**src/rtl/hazard_stall_controller.sv**
```systemverilog
// Hazard / stall sequencer for a 5-stage RV32IM pipeline.
// Produces the per-register write/flush enables and the EX forwarding
// selects, handling load-use stalls, branch flushes, data-memory busywait
// freezes and multi-cycle DIV/REM holds.
module hazard_stall_controller #(
  parameter int DIV_CYCLES = 34,
  parameter int CNT_W      = 32
) (
  input  logic             CLK,
  input  logic             RESET,
  input  logic [4:0]       id_rs1,
  input  logic [4:0]       id_rs2,
  input  logic             id_uses_rs2,
  input  logic [4:0]       ex_rd,
  input  logic             ex_memread,
  input  logic             ex_div,
  input  logic [4:0]       ex_rs1,
  input  logic [4:0]       ex_rs2,
  input  logic [4:0]       mem_rd,
  input  logic             mem_we,
  input  logic [4:0]       wb_rd,
  input  logic             wb_we,
  input  logic             branch_taken,
  input  logic             busywait,
  output logic             pc_write,
  output logic             if_id_write,
  output logic             if_id_flush,
  output logic             id_ex_write,
  output logic             id_ex_flush,
  output logic             ex_mem_write,
  output logic             ex_mem_flush,
  output logic             mem_wb_flush,
  output logic [1:0]       fwd_a,
  output logic [1:0]       fwd_b,
  output logic             div_done,
  output logic [CNT_W-1:0] stall_count
);

  localparam int DCW = (DIV_CYCLES > 2) ? $clog2(DIV_CYCLES) : 1;
  localparam logic [DCW-1:0] DIV_LAST = DCW'(DIV_CYCLES - 1);

  localparam logic [1:0] RUN        = 2'd0;
  localparam logic [1:0] LOAD_STALL = 2'd1;
  localparam logic [1:0] DIV_BUSY   = 2'd2;

  logic [1:0]     state, state_nxt;
  logic [DCW-1:0] div_cnt, div_cnt_nxt;
  logic           load_use;

  // Newest producer wins: EX/MEM before MEM/WB; x0 is hard-wired zero.
  function automatic logic [1:0] fwd_sel(input logic [4:0] rs);
    if (mem_we && mem_rd != 5'd0 && mem_rd == rs)     return 2'b10;
    else if (wb_we && wb_rd != 5'd0 && wb_rd == rs)   return 2'b11;
    else                                              return 2'b00;
  endfunction

  // Load in EX feeding an ID source register that cannot be forwarded in time.
  always_comb
    load_use = ex_memread && (ex_rd != 5'd0) &&
               ((ex_rd == id_rs1) || (id_uses_rs2 && (ex_rd == id_rs2)));

  // Prioritised enable/flush decode and next-state selection.
  always_comb begin
    pc_write     = 1'b1;
    if_id_write  = 1'b1;
    if_id_flush  = 1'b0;
    id_ex_write  = 1'b1;
    id_ex_flush  = 1'b0;
    ex_mem_write = 1'b1;
    ex_mem_flush = 1'b0;
    mem_wb_flush = 1'b0;
    div_done     = 1'b0;
    state_nxt    = state;
    div_cnt_nxt  = div_cnt;
    if (RESET) begin
      // outputs stay at their idle values while reset is held
    end else if (busywait) begin
      // memory not ready: freeze everything, drain a bubble into MEM/WB
      pc_write     = 1'b0;
      if_id_write  = 1'b0;
      id_ex_write  = 1'b0;
      ex_mem_write = 1'b0;
      mem_wb_flush = 1'b1;
    end else if (state == DIV_BUSY || (state == RUN && ex_div)) begin
      if (state == DIV_BUSY && div_cnt == DIV_LAST) begin
        div_done    = 1'b1;
        state_nxt   = RUN;
        div_cnt_nxt = '0;
      end else begin
        pc_write     = 1'b0;
        if_id_write  = 1'b0;
        id_ex_write  = 1'b0;
        ex_mem_flush = 1'b1;
        state_nxt    = DIV_BUSY;
        div_cnt_nxt  = (state == RUN) ? DCW'(1) : div_cnt + DCW'(1);
      end
    end else if (branch_taken) begin
      // the squashed ID instruction cannot cause a load-use stall
      if_id_flush = 1'b1;
      id_ex_flush = 1'b1;
      state_nxt   = RUN;
    end else if (state == RUN && load_use) begin
      pc_write    = 1'b0;
      if_id_write = 1'b0;
      id_ex_flush = 1'b1;
      state_nxt   = LOAD_STALL;
    end else begin
      // LOAD_STALL lasts one cycle; the bubble is now in EX
      state_nxt = RUN;
    end
  end

  // Forwarding selects, independent of stall state.
  always_comb begin
    fwd_a = 2'b00;
    fwd_b = 2'b00;
    if (!RESET) begin
      fwd_a = fwd_sel(ex_rs1);
      fwd_b = fwd_sel(ex_rs2);
    end
  end

  // State and divider hold counter.
  always_ff @(posedge CLK or posedge RESET) begin
    if (RESET) begin
      state   <= RUN;
      div_cnt <= '0;
    end else begin
      state   <= state_nxt;
      div_cnt <= div_cnt_nxt;
    end
  end

  // Saturating count of cycles in which the PC was held.
  always_ff @(posedge CLK or posedge RESET) begin
    if (RESET)
      stall_count <= '0;
    else if (!pc_write && stall_count != {CNT_W{1'b1}})
      stall_count <= stall_count + CNT_W'(1);
  end

endmodule
```
**config.mk**
```make
export PLATFORM = sky130hd
export DESIGN_NAME = hazard_stall_controller
export DESIGN_NICKNAME = d
export VERILOG_FILES = /design/src/rtl/hazard_stall_controller.sv
export SDC_FILE = /design/constraint.sdc
export NUM_CORES = 1
export LEC_CHECK = 0
export ABC_AREA = 0
export CAP_MARGIN = 20
export CORE_MARGIN = 5
export CORE_UTILIZATION = 41
export CTS_CLUSTER_SIZE = 14
export DETAILED_ROUTE_END_ITERATION = 10
export PLACE_DENSITY = 0.86
export REMOVE_ABC_BUFFERS = 1
export SYNTH_ARGS = -nofsm -noshare
export SYNTH_HDL_FRONTEND = slang
export SYNTH_SLANG_ARGS = --single-unit
```
**constraint.sdc**
```tcl
create_clock -name CLK -period 3.1 [get_ports CLK]
set_input_delay 0.62 -clock CLK [delete_from_list [all_inputs] [get_ports CLK]]
set_output_delay 0.62 -clock CLK [all_outputs]
set_load 0.02 [all_outputs]
```
# Word level (Yosys, flattened, before mapping)
# Cells that the tools add are included.
# totals
register_bits,40
inputBits,44
out_inout_bits,45
wordCells,79
# classes
addsub,2
n_eq_ne,9
n_mux,41
n_bitwise,2
n_reduce_logical,22
# ops
cell,n
32-bit by 1-bit adder with 32-bit output (second input constant),1
32-bit inequality test (second input constant),1
1-bit two-way mux,31
5-bit equality test,6
2-bit two-way mux,8
5-bit nonzero test,3
1-bit logical AND,13
6-bit two-way mux,2
6-bit by 1-bit adder with 6-bit output (second input constant),1
6-bit equality test (second input constant),1
3-bit AND reduction,1
2-bit equality test (second input constant),1
2-bit logical NOT,1
1-bit logical OR,2
1-bit NOT,2
2-bit AND reduction,1
1-bit logical NOT,1

# Longest topological paths before layout
# depth
ltp_word,12
ltp_mapped,10
mapped_depth_nobuf,9

# Worst setup path after synthesis
# No wires, ideal clock.
# synth_path
kind,input port to output port
startpoint,input RESET
endpoint,output pc_write
arrival_time_ps,2918
required_ps,2480
slack_ps,-438
stages,8
n_path_buf,3
cell_sequence,clkbuf_1 > inv_1 > nand2_1 > o31a_1 > o31ai_4 > inv_2 > buf_4 > buf_4
# synth_between
elab_chain_len,1
# synth_rtl
item,line,source
"start, declared",10,"input logic RESET,"
1-bit two-way mux,n/a,
"end, declared",25,"output logic pc_write,"
# Every way passes these cells.

# Final worst setup path
# layout_path
startpoint,input ex_rd[3]
endpoint,output if_id_write
# layout_between
elab_chain_len,10
elab_cells_between_ends,13
classes_between,2 x eq/ne; 5 x mux; 6 x reduce/logical
# layout_rtl
item,line,source
"start, declared",14,"input logic [4:0] ex_rd,"
5-bit equality test,60,((ex_rd == id_rs1) || (id_uses_rs2 && (ex_rd == id_rs2)));
1-bit logical AND,60,
1-bit logical OR,60,
1-bit logical AND (*),59,load_use = ex_memread && (ex_rd != 5'd0) &&
1-bit logical AND (*),102,end else if (state == RUN && load_use) begin
1-bit two-way mux (*),102,
1-bit two-way mux (*),97,end else if (branch_taken) begin
1-bit two-way mux (*),84,end else if (state == DIV_BUSY || (state == RUN && ex_div)) begin
1-bit two-way mux (*),77,end else if (busywait) begin
1-bit two-way mux (*),75,if (RESET) begin
"end, declared",26,"output logic if_id_write,"
# Every way passes the cells marked *; elsewhere a longest branch is shown, timed or not.

==> results.cfg <==
[layout]
areaGrowthSynthToFinish_pct = 49.0
n_antenna_cell = 0
nFillCells = 484
fin_area_sq_mm = 0.00373
fin_util_pct = 63.0
nNetsFinal = 423
final_cells = 452
drive_gt1_share_pct = 13.5

[sta]
slew_viol_final = 0
clock_skew_ns = 0.0104
fmax_mhz = 332
finalSetupViolCount = 0
rsz0062_at_grt = no
worst_slew_pin_slew_ns = 0.657
final_hold_viol_count = 0
relSlewSlack_pct = 55.8
setup_slack_ns = 0.0901
min_period_ns = 3.01
post-route-period-util_pct = 97.1

[worst_setup_path]
ff2ff_setup_slack_ns = 0.52
worstReg2RegStart = div_cnt[0]$_DFFE_PP0P_
startpoint_type = input port
r2r-end = stall_count[9]$_DFFE_PP0P_
endpoint_kind = output pin
critPathRequiredTime_ns = 2.48
cp_max_fo = 3
critPathKind = in -> out
r2r_cells = 9
cp.arrival_ns = 2.39

[die]
io-pin-count = 89
fp.coreArea_sq_mm = 0.00592
num_rows = 28
start_util_pct = 42.3
die_area_sq_mm = 0.00777
die_w_um = 88.1
dieHeight_um = 88.1

[yosys]
synth_most_common_cell = dfrtp_1
syn_inst = 262
synth_seq_area_share_pct = 40.0
synth_edf_count = 0
syn_area_per_cell_sq_um = 9.56
synth_top_area_share_pct = 40.0
synth.distinct_cells = 38
synthTopCellsByCount = dfrtp_1, xnor2_1, xor2_1
ys_async_sr_fraction_pct = 100
ys_seq_elements = 40
netlist_area_sq_mm = 0.00250
synthFlopType = dfrtp_1
yosysTopAreaCell = dfrtp_1
yosys_warnings = 0
yosys-top-cells-area = dfrtp_1, xnor2_1, xor2_1, nand3_1, nand4_1

[clock_tree]
clockBufferDepth = 2
cts_sinks = 40
clockRootBuffer = clkbuf_8
clkLatencyLatePin_ns = 0.29
cts_made_buffers = 5
path_clk_slew_ns = 0.07
cts_max_level = 2
cts_tree = built
post_cts_buffers = 0

[placed_design]
place_hpwl_um = 5610
place_area_sq_mm = 0.00364
gp_congestion = 0.914
dpl.cell_count = 444
port_buffers = 88
place_ws_ns = -0.306

[global_routing]
grt_pass1_vias = 2559
antenna_found_initial = 0
grt_pass1_wl_um = 11400
grt_remaining_overflow = 0
grtUsageTotal_pct = 18.3
grt_max_degree = 41

[power_and_ir_drop]
p_per_area_mw_per_mm2 = 453
vdd_ir_drop_max_uv = 247
static-leakage-power_nw = 1.53

[route]
drtIter0Drc = 151
drt-wirelength-per-cell_um = 15.3
routed_via_density = 5.37
vias = 2429
drc_errors = 0
drtAntennaViolNets = 0
firstDrtPassIters = 4
finalWirelength_um = 6920

[status]
status = complete, no violations

[worst_hold_path]
whs_path_depth = 1
holdPathEnd = stall_count[13]$_DFFE_PP0P_
hold_start = stall_count[13]$_DFFE_PP0P_
hp-class = reg -> reg

[flow_run]
cap_viol_max_count = 0
[metal layers]
| layer | global-route usage (%) | share of wire [%] | up-vias |
|---|---|---|---|
| met5 | 0 | 0 | - |
| met4 | 4.53 | 1.8 | 0 |
| met3 | 5.36 | 7.2 | 13 |
| met2 | 34.7 | 53 | 76 |
| met1 | 19.9 | 38 | 1168 |
| li1 | - | - | 1172 |
[layout by cell type (no fill, tap or decap), types with 6 or more instances in the layout]
cell,count
nand2_1,19
and3_1,11
nor4_1,6
xnor2_1,35
nand3_1,19
buf_4,26
or4_1,6
nor2_1,17
xor2_1,26
nand4_1,15
inv_1,7
clkdlybuf4s50_1,80
dfrtp_1,40
[through the flow]
step                      total power [W]  TNS, ns  hold slack [ns]
after floorplan                  0.000974    -3.78            0.506
final                             0.00169        0            0.504
after detailed placement          0.00128    -2.10            0.495
after global placement            0.00125    -1.76            0.487
after global routing              0.00179        0            0.533
after CTS                         0.00170  -0.0581            0.511
[area by class of cell]
cell class                      count  area [sq um]  area share [%]
Tap cell                           75          93.8            2.52
Clock buffer                        5          68.8            1.85
Sequential cell                    40          1000            26.8
Timing Repair Buffer              114          1060            28.3
Inverter                            8          30.0           0.805
Clock inverter                      3          42.5            1.14
Multi-Input combinational cell    207          1440            38.5
[critical path, cell delays in order]
cell and delay (ns):
clkdlybuf4s50_1 0.46, xor2_1 0.18, nor4_1 0.26, a32oi_1 0.20, o31ai_4 0.32, inv_2 0.09
clkdlybuf4s15_2 0.26
[timing repair]
item                                    4_1_cts  5_1_grt
hold buffers                                  0        0
resized for setup                            14       13
endpoints found under the setup margin        7        7
hold endpoints to repair                      0        0
[worst max path at each step]
stage                  start                         end  slack (ns)
floorplan              RESET  stall_count[9]$_DFFE_PP0P_       -0.48
global placement    ex_rd[3]                 id_ex_flush       -0.28
detailed placement  ex_rd[1]                 if_id_write       -0.31
CTS                 ex_rd[1]                 id_ex_flush       -0.06
global route        ex_rd[3]                 id_ex_flush       0.004
finish              ex_rd[3]                 if_id_write        0.09
[flip-flops by register name, summed over array words and instances (netlist names)]
| signal | flops |
|---|---|
| state | 2 |
| stall_count | 32 |
| div_cnt | 6 |
[cells by family (layout without fill, tap and decap cells)]
| logic type | count (synthesis) | in the layout | synth area share, % |
|---|---|---|---|
| buffers and inverters | 15 | 130 | 2.60 |
| flip-flops | 40 | 40 | 40.0 |
| adder cells (fa/ha/maj) | 3 | 3 | 1.50 |
| multiplexers | 2 | 2 | 0.899 |
| XOR/XNOR | 61 | 61 | 21.3 |
| AND/OR/NAND/NOR | 120 | 120 | 27.9 |
| AO/OA/AOI/OAI | 21 | 21 | 5.80 |
[where the power goes]
part | internal [W] | switching [W]
Combinational | 0.000288 | 0.000268
Sequential | 0.000600 | 0.000112
Clock | 0.000238 | 0.000184
Note: power is estimated with default switching activity, not from simulation.
==> RTL edit 1, RTL diff (config.mk and constraints unchanged) <==
Compare `div_cnt` against `DIV_LAST` with >= in place of ==.
--- a/src/rtl/hazard_stall_controller.sv
+++ b/src/rtl/hazard_stall_controller.sv
@@ -83,5 +83,5 @@
       mem_wb_flush = 1'b1;
     end else if (state == DIV_BUSY || (state == RUN && ex_div)) begin
-      if (state == DIV_BUSY && div_cnt == DIV_LAST) begin
+      if (state == DIV_BUSY && div_cnt >= DIV_LAST) begin
         div_done    = 1'b1;
         state_nxt   = RUN;
Formal check against the unedited RTL: no difference found for any inputs over 10 cycles, from zero or initial values and one cycle with RESET high; that may be too few to reach the edited logic, so the function may still have changed.
==> RTL edit 1 against the original RTL <==
Synthesized area is 3.0% higher; setup slack gained 8.1 ps; sequential cell count did not move; design area is 1.9% higher; core utilization shrank 2.1 points; first-iteration DRC count is 43% higher; power down 3.6%; wire length is 4.5% higher; largest cell class unchanged; highest routed layer unchanged.
==> RTL edit 1: results (changes against the original RTL) <==
dpl hpwl=5668 um (+0.99%); routed vias/inst=5.411 (+0.70%); outcome=finished, final reports clean; WHS=494.6 ps (-9.689 ps); Synth Area in Compound Gates=0.06741 (+0.009439); clock network power share=0.216 (-0.034); M2 GR Usage=0.3336 (-0.01302); detailed-route wire length=7231 um (+4.5%); maximum vdd ir drop=532.6 uV (+120%); Setup crit end=id_ex_flush; Post-Synth Adder-Cell Area=0.01940 (+0.004406); syn_area_per_cell=9.591 um2 (+0.37%); 1st-iter DRT viols=216 (+43%); skew final=11.79 ps (+1.368 ps); routed length per instance=15.65 um (+2.2%); Critical Path Start=ex_rd[1]; placed cell count=454 (+2.3%); Rel. slew slack=0.5689 (+0.01079); M3 GR Usage=0.05806 (+0.004443); Total GRT Usage=0.1819 (-0.001158); CP max FO=2 (-1); met3 WL post-DR=656 um (+32%); Met1 Wirelength=2802 um (+7.6%); hold path startpoint=stall_count[27]; Place WS=-338.3 ps (-32.46 ps); placed inst area=3726 um2 (+2.4%); most frequent cells after synthesis=dfrtp_1 (40), xor2_1 (36), xnor2_1 (24); hold endpoint=stall_count[27]; ratio of cells with drive above 1 in the final layout=0.1532 (+0.01797)
==> RTL edit 1: cell count changes after synthesis, moves of 6 or more <==
cell / delta
nor3_1: +17
xnor2_1: -11
xor2_1: +10
nor2_1: -7
nand4_1: -6
==> RTL edit 1: repair_timing <==
action / 4_1_cts / 5_1_grt
resized for setup: 17 / 12
hold buffers: 0 / 0
endpoints found under the setup margin: 7 / 7
cloned: 0 / 0
==> RTL edit 1: critical path: stages <==
cell	delay [ps]
clkdlybuf4s50_1	410
or4_1	540
o2111ai_1	230
nand2b_1	160
o21bai_1	80
dlygate4sd2_1	330
==> RTL edit 1: area by class of cell <==
type                            count  area, um2
Multi-Input combinational cell    215       1524
Clock buffer                        5      68.82
Clock inverter                      3      18.77
Tap cell                           77      96.34
Fill cell                         534       2441
Sequential cell                    40       1001
Timing Repair Buffer              116       1069
Inverter                            6      22.52
==> RTL edit 2, RTL diff (same settings) <==
Made on the original files. `CNT_W`: 32 -> 48.
--- a/src/rtl/hazard_stall_controller.sv
+++ b/src/rtl/hazard_stall_controller.sv
@@ -5,5 +5,5 @@
 module hazard_stall_controller #(
   parameter int DIV_CYCLES = 34,
-  parameter int CNT_W      = 32
+  parameter int CNT_W      = 48
 ) (
   input  logic             CLK,
Interface: changed (resized stall_count); port bits go from 89 to 105. No check against the original RTL was run, so the function may have changed too.
==> RTL edit 2 against the original RTL <==
Synthesized area is 35% higher; design area is 30% higher; power up 34%; wire length grew 30%; non-clock buffer count up 23; setup slack lost 16 ps; worst hold slack got worse by 11 ps; sequential cell count grew 16; clock power grew 29%; sequential share of layout area is 2.1 points higher.
==> RTL edit 2: results (changes against the original RTL) <==
Max stage delay on crit path=550 ps (+90 ps); routed vias/inst=5.382 (+0.15%); maximum vdd ir drop=251.3 uV (+1.9%); skew final=9.504 ps (-0.9155 ps); Total GRT Usage=0.1815 (-0.001589); crit start category=primary input; RR Startpoint=div_cnt[1]; CTS clk-pin slew, worst paths=90 ps (+20 ps); dpl hpwl=6982 um (+24%); GP Congestion=0.8604 (-5.9%); Place WS=-526.5 ps (-220.6 ps); outcome=finished, final reports clean; Pleak=2.023 nW (+33%); ratio of cells with drive above 1 in the final layout=0.1273 (-0.007930); Critical Path Start=ex_rd[1]; largest net degree at the start of global routing=57 (+39%); vias in the first global route=3149 (+23%); HP Class=reg -> reg; Regs by FF count=stall_count x48, div_cnt x6, state x2; fill count=687 (+42%); placed inst area=4726 um2 (+30%); reg2reg end=stall_count[46]; post-route setup slack=74.30 ps (-15.77 ps); CP max FO=2 (-1); routed length per instance=15.44 um (+0.85%); top post-synthesis cells by area=dfrtp_1 (42%), xor2_1 (13%), xnor2_1 (7.0%); global-route wire length before repair=15080 um (+33%); Resize count post-CTS=23 (+9); Die Width=100.7 um (+14%); Setup crit end=id_ex_flush; Crit path arrival time=2410 ps (+20 ps); Distinct cells, synth=42 (+11%); Final nets=526 (+24%); R2R setup slack=520 ps (about the same); Rel. slew slack=0.5256 (-0.03248); most frequent cells after synthesis=dfrtp_1 (56), xor2_1 (49), xnor2_1 (27); slowest CP cell=or4_4; port buffer count=104 (+18%); Seq/Total Area, Yosys=0.4151 (+0.01532)
-- RTL edit 2: changes by cell type after synthesis, moves of 4 or more --
cell,change
and3_1,-4
buf_2,+6
dfrtp_1,+16
nand2b_1,+4
nand3_1,+7
nor3_1,+18
nor3b_1,+4
nor4_1,+11
nor4_2,-4
o21ai_0,+5
xnor2_1,-8
xor2_1,+23
-- RTL edit 2: metrics by stage --
stage                     hold WS, ps    util  instances
after floorplan                 513.7       -        335
after detailed placement        484.0  0.5810        577
after global placement          474.0  0.5810        577
after global routing            515.4  0.5958        584
after CTS                       496.5  0.5979        584
final                           493.5  0.5958        584
-- RTL edit 2: power by group --
| group | internal [mW] | total, mW | switching (mW) |
|---|---|---|---|
| logic | 0.363 | 0.722 | 0.359 |
| registers | 0.837 | 0.998 | 0.161 |
| clock network | 0.318 | 0.543 | 0.225 |
-- RTL edit 2: worst max-delay path, delay by kind of cell --
family	cells	cell delay [ps]
buffers and inverters	2	580
AO/OA/AOI/OAI	1	190
AND/OR/NAND/NOR	4	1000
-- RTL edit 2: kinds of logic after synthesis --
logic type               share of synthesized area
AO/OA/AOI/OAI                              0.05560
flip-flops                                  0.4151
adder cells (fa/ha/maj)                    0.01112
multiplexers                              0.006671
XOR/XNOR                                    0.1972
buffers and inverters                      0.03150
AND/OR/NAND/NOR                             0.2828
-- RTL edit 2: worst min path at each step --
stage | startpoint | endpoint | slack [ps] | cells after the start
finish | stall_count[30] | stall_count[30] | 490 | 1
global route | stall_count[22] | stall_count[22] | 520 | 1
CTS | stall_count[30] | stall_count[30] | 500 | 1
detailed placement | stall_count[30] | stall_count[30] | 480 | 1
global placement | stall_count[30] | stall_count[30] | 470 | 1
floorplan | div_cnt[3] | div_cnt[3] | 510 | 1
-- RTL edit 2: layer usage --
layer	track usage	wire, um	up-vias
li1	-	-	1516
met1	0.2270	3690	1522
met2	0.3119	4522	96
met3	0.05121	722	9
met4	0.03834	82	0
met5	0	0	-
-- RTL edit 2: final cells by class --
type / instances / area (um2) / share of cell area
Clock inverter: 2 / 60.06 / 0.01239
Tap cell: 105 / 131.4 / 0.02711
Clock buffer: 5 / 68.82 / 0.01420
Inverter: 7 / 26.28 / 0.005422
Sequential cell: 56 / 1401 / 0.2892
Multi-Input combinational cell: 272 / 1902 / 0.3925
Timing Repair Buffer: 137 / 1256 / 0.2592
